--- src/rtl/deframer_pkg.sv ---
// Frame layout and shared types for the framer/deframer pair.
// Frames are {timestamp, length, message}, sent MSB byte first.
package deframer_pkg;

    localparam int FRAME_BITS  = 256;
    localparam int TS_BITS     = 32;
    localparam int LEN_BITS    = 8;
    localparam int MSG_BITS    = 216;
    localparam int FRAME_BYTES = FRAME_BITS / 8;

    // Field offsets are derived from the widths so both ends stay in step.
    localparam int MSG_LSB = 0;
    localparam int LEN_LSB = MSG_LSB + MSG_BITS;
    localparam int TS_LSB  = LEN_LSB + LEN_BITS;

    typedef enum logic [1:0] {
        ERR_NONE    = 2'd0,
        ERR_TIMEOUT = 2'd1,
        ERR_LEN     = 2'd2,
        ERR_STALE   = 2'd3
    } err_code_t;

    typedef logic [1:0] state_t;

    localparam state_t IDLE    = 2'd0;
    localparam state_t COLLECT = 2'd1;
    localparam state_t CHECK   = 2'd2;
    localparam state_t OUTPUT  = 2'd3;

    function automatic logic [FRAME_BITS-1:0] pack_frame(
        input logic [TS_BITS-1:0]  ts,
        input logic [LEN_BITS-1:0] len,
        input logic [MSG_BITS-1:0] msg
    );
        return {ts, len, msg};
    endfunction

endpackage

--- src/rtl/deframer_check.sv ---
// Combinational frame validation: length limit and timestamp freshness,
// plus the +1 authentication copy of the frame.
module deframer_check
    import deframer_pkg::*;
#(
    parameter int MAX_LEN = 27,
    parameter int MAX_AGE = 1000
) (
    input  logic [FRAME_BITS-1:0] frame,
    input  logic [TS_BITS-1:0]    current_time,
    output err_code_t             err_code,
    output logic [FRAME_BITS-1:0] frame_inc
);

    localparam logic [LEN_BITS-1:0] LEN_LIMIT = LEN_BITS'(MAX_LEN);
    localparam logic [TS_BITS-1:0]  AGE_LIMIT = TS_BITS'(MAX_AGE);

    logic [TS_BITS-1:0] age;
    logic               len_bad;
    logic               stale;

    // Modulo-2^32 subtraction keeps the age correct across counter wrap.
    always_comb begin
        age     = current_time - frame[TS_LSB +: TS_BITS];
        len_bad = frame[LEN_LSB +: LEN_BITS] > LEN_LIMIT;
        stale   = age > AGE_LIMIT;

        if (len_bad) begin
            err_code = ERR_LEN;
        end else if (stale) begin
            err_code = ERR_STALE;
        end else begin
            err_code = ERR_NONE;
        end

        frame_inc = frame + FRAME_BITS'(1);
    end

endmodule

--- src/rtl/deframer.sv ---
// Byte-serial frame receiver: reassembles a frame, validates it, and hands
// the fields plus the +1 authentication copy downstream over valid/ready.
module deframer
    import deframer_pkg::*;
#(
    parameter int MAX_LEN        = 27,
    parameter int MAX_AGE        = 1000,
    parameter int TIMEOUT_CYCLES = 64
) (
    input  logic                  clk,
    input  logic                  reset,
    input  logic [7:0]            rx_data,
    input  logic                  rx_valid,
    output logic                  rx_ready,
    input  logic [TS_BITS-1:0]    current_time,
    output logic [TS_BITS-1:0]    timestamp,
    output logic [LEN_BITS-1:0]   length,
    output logic [MSG_BITS-1:0]   message,
    output logic [FRAME_BITS-1:0] framed_message,
    output logic [FRAME_BITS-1:0] modified_framed_message,
    output logic                  out_valid,
    input  logic                  out_ready,
    output logic                  err_valid,
    output logic [1:0]            err_code
);

    localparam int                TO_W      = $clog2(TIMEOUT_CYCLES + 1);
    localparam logic [TO_W-1:0]   TO_LAST   = TO_W'(TIMEOUT_CYCLES - 1);
    localparam logic [5:0]        BYTE_LAST = 6'(FRAME_BYTES - 1);

    state_t                state;
    logic [5:0]            byte_cnt;
    logic [TO_W-1:0]       to_cnt;
    logic [FRAME_BITS-1:0] frame;
    logic                  accept;
    err_code_t             chk_code;
    logic [FRAME_BITS-1:0] frame_inc;

    assign rx_ready = (state == IDLE) || (state == COLLECT);
    assign accept   = rx_valid && rx_ready;

    deframer_check #(
        .MAX_LEN (MAX_LEN),
        .MAX_AGE (MAX_AGE)
    ) u_check (
        .frame        (frame),
        .current_time (current_time),
        .err_code     (chk_code),
        .frame_inc    (frame_inc)
    );

    always_ff @(posedge clk or posedge reset) begin
        if (reset) begin
            state                   <= IDLE;
            byte_cnt                <= '0;
            to_cnt                  <= '0;
            frame                   <= '0;
            timestamp               <= '0;
            length                  <= '0;
            message                 <= '0;
            framed_message          <= '0;
            modified_framed_message <= '0;
            out_valid               <= 1'b0;
            err_valid               <= 1'b0;
            err_code                <= ERR_NONE;
        end else begin
            err_valid <= 1'b0;
            err_code  <= ERR_NONE;

            if (accept) begin
                frame <= {frame[FRAME_BITS-9:0], rx_data};
            end

            case (state)
                IDLE: begin
                    if (accept) begin
                        byte_cnt <= 6'd1;
                        to_cnt   <= '0;
                        state    <= COLLECT;
                    end
                end

                // A partial frame that stalls too long is dropped with a timeout.
                COLLECT: begin
                    if (accept) begin
                        to_cnt <= '0;
                        if (byte_cnt == BYTE_LAST) begin
                            byte_cnt <= '0;
                            state    <= CHECK;
                        end else begin
                            byte_cnt <= byte_cnt + 6'd1;
                        end
                    end else if (to_cnt == TO_LAST) begin
                        err_valid <= 1'b1;
                        err_code  <= ERR_TIMEOUT;
                        byte_cnt  <= '0;
                        to_cnt    <= '0;
                        state     <= IDLE;
                    end else begin
                        to_cnt <= to_cnt + 1'b1;
                    end
                end

                CHECK: begin
                    if (chk_code != ERR_NONE) begin
                        err_valid <= 1'b1;
                        err_code  <= chk_code;
                        state     <= IDLE;
                    end else begin
                        timestamp               <= frame[TS_LSB +: TS_BITS];
                        length                  <= frame[LEN_LSB +: LEN_BITS];
                        message                 <= frame[MSG_LSB +: MSG_BITS];
                        framed_message          <= frame;
                        modified_framed_message <= frame_inc;
                        out_valid               <= 1'b1;
                        state                   <= OUTPUT;
                    end
                end

                OUTPUT: begin
                    if (out_ready) begin
                        out_valid <= 1'b0;
                        state     <= IDLE;
                    end
                end

                default: begin
                    state <= IDLE;
                end
            endcase
        end
    end

endmodule

--- config.mk ---
export PLATFORM = sky130hd
export DESIGN_NAME = deframer
export DESIGN_NICKNAME = d
export VERILOG_FILES = /design/src/rtl/deframer_pkg.sv /design/src/rtl/deframer_check.sv /design/src/rtl/deframer.sv
export SDC_FILE = /design/constraint.sdc
export NUM_CORES = 2
export LEC_CHECK = 0
export ABC_AREA = 1
export CAP_MARGIN = 20
export CORE_MARGIN = 5
export CORE_UTILIZATION = 45
export CTS_CLUSTER_SIZE = 8
export DETAILED_ROUTE_END_ITERATION = 10
export DONT_BUFFER_PORTS = 1
export PLACE_DENSITY = 0.67
export SLEW_MARGIN = 10
export SYNTH_ARGS = -nofsm -noshare
export SYNTH_HDL_FRONTEND = slang
export SYNTH_HIERARCHICAL = 1
export SYNTH_SLANG_ARGS = --single-unit
--- constraint.sdc ---
create_clock -name clk -period 27 [get_ports clk]
set_clock_uncertainty 0.15 [all_clocks]
set_input_delay 1.35 -clock clk [delete_from_list [all_inputs] [get_ports clk]]
set_output_delay 1.35 -clock clk [all_outputs]
set_load 0.005 [all_outputs]
Word-level counts from Yosys, hierarchy flattened
Index checks and enable logic that the tools add are counted.
{ "totals": {"ff_bits": 1043, "latchBits": 0, "ram_bits": 0, "rom_bits": 0, "input_bits": 44, "out_inout_bits": 773, "mem_count": 0} }
{ "op_classes": {"addsub": 4, "n_mul": 0, "div": 0, "magnitude_cmp": 2, "eq_ne": 10, "shift": 0, "muxes": 29, "bitwise_logic": 1, "n_reduce_logical": 11} }
{ "ops": {"columns": ["cell", "n"], "rows": [
  ["$add 256x1->256 const B", 1],
  ["$gt 32x10->1 const B", 1],
  ["$sub 32x32->32", 1],
  ["$mux 6", 4],
  ["$mux 7", 3],
  ["$mux 2", 9],
  ["$pmux 7 s2", 1],
  ["$pmux 6 s2", 1],
  ["$gt 8x5->1 const B", 1],
  ["$pmux 2 s4", 1],
  ["$add 7x1->7 const B", 1],
  ["$eq 7x6->1 const B", 1],
  ["$mux 1", 7],
  ["$add 6x1->6 const B", 1],
  ["$eq 6x5->1 const B", 1],
  ["$ne 2x2->1 const B", 3],
  ["$ne 3x2->1 const B", 2],
  ["$reduce_and 3->1", 2],
  ["$reduce_bool 2->1", 3],
  ["$eq 2x2->1 const B", 2],
  ["$pmux 1 s2", 2],
  ["$pmux 2 s2", 1],
  ["$reduce_and 2->1", 2],
  ["$reduce_and 4->1", 1],
  ["5 further kinds", 5]
]} }

Depth between registers and ports, before layout
{ "logic_depth": {"ltp_word": 7, "depth_mapped": 27} }

Cells and area by module
The synthesis kept the hierarchy.
{ "modules_own_cells": {"columns": ["module", "instances", "cells_each", "area_each_um2", "seq_area_each_um2"], "rows": [
  ["deframer", 1, 2833, 31376.3, 19693.9],
  ["deframer_check", 1, 2595, 12896.1, 0.0]
]} }

Least setup slack after synthesis
OpenSTA, ideal clock, no wires.
{ "synth_path": {"path_type": "input port to flip-flop", "from": "input port current_time[0]", "to": "register modified_framed_message[49]", "setup_time_ps": 127, "arrival_ps": 3843, "required_time_ps": 26723, "path_slack_ps": 22880, "path_stages": 23, "n_path_buf": 2, "path_cell_list": "inv_1 ha_1 inv_1 fa_1 nand2_1 inv_1 nand2_1 nand2_1 nand3_1 nand3_1 nand2_1 nand2_1 nor2_1 nand2_1 nor2_1 nand3_1 nor2_1 a21oi_1 nor2_2 nand2_2 buf_4 buf_6 mux2_1"} }
{ "synth_between": {"elab_chain_len": 7} }
{ "synth_rtl": {"columns": ["element", "line_no", "source"], "rows": [
  ["start: declaration", "deframer.sv:15", "input logic [TS_BITS-1:0] current_time,"],
  ["$sub 32x32->32", "deframer_check.sv:24", "age = current_time - frame[TS_LSB +: TS_BITS];"],
  ["$gt 32x10->1", "deframer_check.sv:26", "stale = age > AGE_LIMIT;"],
  ["$mux 2", "deframer_check.sv:30", "end else if (stale) begin"],
  ["$mux 2", "deframer_check.sv:28", "if (len_bad) begin"],
  ["via chk_code[0]", "deframer.sv:36", "err_code_t chk_code;"],
  ["$reduce_bool 2->1", "deframer.sv:105", "if (chk_code != ERR_NONE) begin"],
  ["$not 1->1 (no line)", null, null],
  ["$reduce_and 2->1 (no line)", null, null],
  ["end signal: assignment", "deframer.sv:114", "modified_framed_message <= frame_inc;"],
  ["end: declaration", "deframer.sv:20", "output logic [FRAME_BITS-1:0] modified_framed_message,"]
]} }
The timed path passes the listed nets, and every way through them passes these cells.
A chain may end at the register's enable or synchronous reset.

Worst setup path in the final report
{ "layout_path": {"from": "register frame[224]", "to": "register modified_framed_message[142]"} }
{ "layout_between": {"elab_chain_len": 7} }
{ "layout_rtl": {"columns": ["element", "line_no", "source"], "rows": [
  ["start: declaration", "deframer.sv:34", "logic [FRAME_BITS-1:0] frame;"],
  ["start signal: assignment", "deframer.sv:71", "frame <= {frame[FRAME_BITS-9:0], rx_data};"],
  ["$sub 32x32->32", "deframer_check.sv:24", null],
  ["$gt 32x10->1", "deframer_check.sv:26", null],
  ["$mux 2", "deframer_check.sv:30", null],
  ["$mux 2", "deframer_check.sv:28", null],
  ["via chk_code[0]", "deframer.sv:36", null],
  ["$reduce_bool 2->1", "deframer.sv:105", null],
  ["$not 1->1 (no line)", null, null],
  ["$reduce_and 2->1 (no line)", null, null]
]} }
The timed path passes the listed nets, and every way through them passes these cells.

==> report_table.html <==
<table>
<tr><th>Metric</th><th>Value</th></tr>
<tr><th colspan="2">Outcome</th></tr>
<tr><td>Run status</td><td>finished clean</td></tr>
<tr><th colspan="2">Global routing</th></tr>
<tr><td>Total global routing track utilization</td><td>33.94%</td></tr>
<tr><td>Initial antenna violation count</td><td>4</td></tr>
<tr><td>Pin count of the biggest net entering global routing</td><td>207</td></tr>
<tr><td>Vias in the first global route</td><td>35450</td></tr>
<tr><td>Global-route wire length before repair</td><td>256.3 mm</td></tr>
<tr><td>Sum of overflow across all layers after global routing</td><td>0</td></tr>
<tr><th colspan="2">Worst setup path</th></tr>
<tr><td>Peak fanout along the critical path</td><td>156</td></tr>
<tr><td>Crit. End Element</td><td>register</td></tr>
<tr><td>Series of cell instances along the critical path</td><td>ha_1 -&gt; inv_1 -&gt; fa_1 -&gt; nand2_1 -&gt; inv_1 -&gt; nand2_1 -&gt; nand2_1 -&gt; nand2_1 -&gt; nand2_1 -&gt; nand2_1 -&gt; o21ai_0 -&gt; nor2_1 -&gt; nand2_1 -&gt; nor2_1 -&gt; nor2_1 -&gt; nand2_1 -&gt; nor2_1 -&gt; a21oi_1 -&gt; nor2_2 -&gt; nand2_8 -&gt; buf_4 -&gt; buf_4 -&gt; buf_4 -&gt; mux2_1</td></tr>
<tr><td>Setup CP Type</td><td>reg -&gt; reg</td></tr>
<tr><td>Max stage delay cell, worst path</td><td>buf_4</td></tr>
<tr><td>Largest stage delay on the critical path</td><td>0.89 ns</td></tr>
<tr><td>Data arrival, critical path</td><td>7.48 ns</td></tr>
<tr><td>Most repeated library cell on the critical path</td><td>nand2_1</td></tr>
<tr><td>CP Launch Type</td><td>register</td></tr>
<tr><td>Worst path required time</td><td>27.42 ns</td></tr>
<tr><th colspan="2">Worst hold path</th></tr>
<tr><td>Tightest Hold Check Type</td><td>reg -&gt; reg</td></tr>
<tr><th colspan="2">Cells and area</th></tr>
<tr><td>Area occupied by multi-input gates</td><td>19020 µm²</td></tr>
<tr><td>Sequential cell area</td><td>19690 µm²</td></tr>
<tr><td>Most used cells in the layout excluding fill and tap cells</td><td>nand2_1, dfrtp_1, inv_1, o21ai_0, nor2_1</td></tr>
<tr><td>Post-layout net count</td><td>5251</td></tr>
<tr><td>Fill cell total of the finished layout</td><td>9669</td></tr>
<tr><td>Most common library cell in the layout ignoring fill and taps</td><td>nand2_1</td></tr>
<tr><td>Area added between synthesis and finish</td><td>4.745%</td></tr>
<tr><td>Ratio of cells with drive above 1 in the final layout</td><td>5.386%</td></tr>
<tr><th colspan="2">Clock tree</th></tr>
<tr><td>Worst-Skew Late Latency</td><td>0.71 ns</td></tr>
<tr><td>CTS Root Cell</td><td>clkbuf_16</td></tr>
<tr><td>H-tree levels</td><td>3</td></tr>
<tr><td>Num CTS Buffers</td><td>110</td></tr>
<tr><td>Number of hold-repair buffers added at the cts stage</td><td>0</td></tr>
<tr><td>Number of clock sinks seen by CTS</td><td>787</td></tr>
<tr><td>Cts repair resizes</td><td>0</td></tr>
<tr><td>Number of setup buffers added after CTS</td><td>0</td></tr>
<tr><td>Buffer levels on the longest clock path</td><td>3</td></tr>
<tr><td>CTS tree</td><td>done</td></tr>
<tr><td>CTS clock-pin slew for the worst setup and hold paths</td><td>0.05 ns</td></tr>
<tr><th colspan="2">Yosys</th></tr>
<tr><td>Portion of the post-synthesis area used by sequential elements</td><td>44.48%</td></tr>
<tr><td>Synth Register Bits</td><td>787</td></tr>
<tr><td>Synthesis warning total</td><td>6</td></tr>
<tr><td>Mean area per synthesized cell</td><td>8.156 µm²</td></tr>
<tr><td>Post-Synthesis Cell Area</td><td>44270 µm²</td></tr>
<tr><td>Number of different library cells in the post-synthesis netlist</td><td>50</td></tr>
<tr><td>Post-Synthesis Net Count</td><td>5511</td></tr>
<tr><td>Synthesized instance count</td><td>5428</td></tr>
<tr><th colspan="2">STA</th></tr>
<tr><td>Post-route fraction of the period consumed by the critical path</td><td>26.16%</td></tr>
<tr><td>Sum of negative setup slack</td><td>0 ns</td></tr>
<tr><td>Slack of the critical path</td><td>19.94 ns</td></tr>
<tr><td>Slew headroom</td><td>19.06%</td></tr>
<tr><td>Peak clock frequency supported by timing</td><td>141.6 MHz</td></tr>
<tr><td>Unrepaired setup endpoints after global routing</td><td>no</td></tr>
<tr><td>Final setup violation count</td><td>0</td></tr>
<tr><td>Pins Over Slew Limit</td><td>0</td></tr>
<tr><td>Slew of the pin with the lowest slew margin</td><td>1.203 ns</td></tr>
<tr><td>Worst hold slack across all endpoints</td><td>0.3658 ns</td></tr>
<tr><td>Final Hold Viols</td><td>0</td></tr>
<tr><td>Post-route minimum period</td><td>7.062 ns</td></tr>
<tr><th colspan="2">Drt</th></tr>
<tr><td>Avg WL per Cell</td><td>28.11 µm</td></tr>
<tr><td>DRC marker count from the first detailed-route iteration</td><td>3890</td></tr>
<tr><td>Per-cell via count in the routed design</td><td>5.622</td></tr>
<tr><td>Total wire length</td><td>181.8 mm</td></tr>
<tr><td>DRT antenna net count</td><td>0</td></tr>
<tr><td>Detailed Routing Iterations Pass 1</td><td>6</td></tr>
<tr><td>DRC viols</td><td>0</td></tr>
<tr><td>Vias post-DR</td><td>36370</td></tr>
<tr><th colspan="2">Floorplanning</th></tr>
<tr><td>Vertical die dimension</td><td>323.7 µm</td></tr>
<tr><td>Horizontal die dimension</td><td>323.7 µm</td></tr>
<tr><td>Count of standard-cell rows</td><td>115</td></tr>
<tr><td>Core box area</td><td>97990 µm²</td></tr>
<tr><td>Total die area</td><td>104800 µm²</td></tr>
<tr><td>Number of I/O pins</td><td>817</td></tr>
<tr><td>Effective utilization at floorplan</td><td>45.18%</td></tr>
<tr><th colspan="2">Run</th></tr>
<tr><td>Max-capacitance violation count</td><td>0</td></tr>
<tr><th colspan="2">Pwr</th></tr>
<tr><td>Peak supply drop</td><td>0.00005745 V</td></tr>
<tr><td>Leakage power total</td><td>21.14 nW</td></tr>
<tr><td>Total Power</td><td>0.003698 W</td></tr>
<tr><td>P per Cell Area</td><td>79.75 nW/µm²</td></tr>
<tr><th colspan="2">Placement</th></tr>
<tr><td>Placement-stage worst setup slack</td><td>19.38 ns</td></tr>
<tr><td>Placed wire-length estimate</td><td>149.3 mm</td></tr>
<tr><td>Port Buf Inserts</td><td>0</td></tr>
<tr><td>Final Wtd Congestion</td><td>1.044</td></tr>
</table>
-- power breakdown --
part / switching (W) / internal, W / total [W] / leakage [nW]
logic: 0.000586 / 0.000231 / 0.000817 / 8.84
registers: 0.000331 / 0.00132 / 0.00165 / 10.9
clock network: 0.000494 / 0.000733 / 0.00123 / 1.44
-- final cells by class --
class	count	area share [%]
antenna	2	0.01079
clock buffer	116	6.052
clock inverter	8	0.3184
inverter	759	6.162
multi-input combinational	3485	41.01
sequential	787	42.47
tap	1287	3.472
timing repair buffer	25	0.5018
-- stage by stage --
stage	util, %	std cells	instance area, µm²
final	47.33	6469	46370
after floorplan	-	5428	44270
after global routing	47.32	6467	46370
after CTS	47.29	6466	46340
after global placement	44.28	6342	43390
after detailed placement	44.28	6342	43390
-- cells by family after synthesis --
kind of cell / count (synthesis) / synth area share [%]
flip-flops: 787 / 44.48
multiplexers: 264 / 6.715
AND/OR/NAND/NOR: 2381 / 23.80
buffers and inverters: 1156 / 12.62
AO/OA/AOI/OAI: 547 / 6.226
XOR/XNOR: 254 / 5.042
adder cells (fa/ha/maj): 39 / 1.119
-- worst max-delay path: cells and delay by family (launching register included) --
| family | cells | cell delay [ns] |
|---|---|---|
| and+or+nand+nor | 14 | 1.95 |
| adders and majority gates | 2 | 0.68 |
| muxes | 1 | 0.39 |
| buffers and inverters | 5 | 2.60 |
| DFF | 1 | 0.64 |
| AOI/OAI and AO/OA | 2 | 0.27 |
-- worst paths after layout --
path | start | endpoint | slack (ns) | cells after the start
setup reg to reg | frame[224]$_DFFE_PP0P_ | modified_framed_message[142]$_DFFE_PP0P_ | 19.94 | 24
setup / recovery | frame[224]$_DFFE_PP0P_ | modified_framed_message[142]$_DFFE_PP0P_ | 19.94 | 24
hold reg to reg | modified_framed_message[197]$_DFFE_PP0P_ | modified_framed_message[197]$_DFFE_PP0P_ | 0.37 | 1
hold / removal | modified_framed_message[197]$_DFFE_PP0P_ | modified_framed_message[197]$_DFFE_PP0P_ | 0.37 | 1
max in group asynchronous | reset | message[55]$_DFFE_PP0P_ | 22.91 | 4
min in group asynchronous | reset | modified_framed_message[125]$_DFFE_PP0P_ | 0.55 | 1
-- layer usage --
layer  global-route usage [%]  wire, µm  up-vias
met3                    8.267     15410      309
met1                    43.53     72910    17900
met4                    12.86      7825        6
met2                    56.07     85630     1649
li1                         -         -    16510
met5                        0        41        -
-- flip-flops by register name, indices dropped and copies added, names as in the netlist --
name and flops:
framed_message 2, frame 256, out_valid 1, byte_cnt 6, modified_framed_message 256, err_valid 1
length 7, err_code 2, message 215, timestamp 32, state 2, to_cnt 7
-- synth_stat cells, drive strengths merged --
| cell type | instances | area [µm²] |
|---|---|---|
| and3 | 2 | 12.51 |
| xor2 | 169 | 1480 |
| nand3 | 176 | 918.4 |
| clkbuf | 56 | 210.2 |
| and2 | 6 | 37.54 |
| or2 | 5 | 31.28 |
| inv | 758 | 2845 |
| clkinv | 1 | 5.000 |
| nor2 | 538 | 2201 |
| o31ai | 1 | 7.510 |
| o21ai | 516 | 2582 |
| a21boi | 1 | 7.510 |
| dfrtp | 787 | 19690 |
| o2111ai | 1 | 8.760 |
| nand3b | 16 | 145.1 |
| fa | 1 | 20.02 |
| ha | 38 | 475.5 |
| buf | 341 | 2525 |
| a21oi | 24 | 120.1 |
| xnor2 | 85 | 752.0 |
| nand2 | 1245 | 4736 |
| nor3 | 150 | 855.8 |
| nor3b | 9 | 72.57 |
| nand4 | 188 | 1201 |
| nor4 | 45 | 319.0 |
| o21bai | 3 | 22.52 |
| mux2 | 264 | 2973 |
| nor2b | 1 | 6.260 |
| a21o | 1 | 7.510 |
Power figures use the tool's default switching activity.
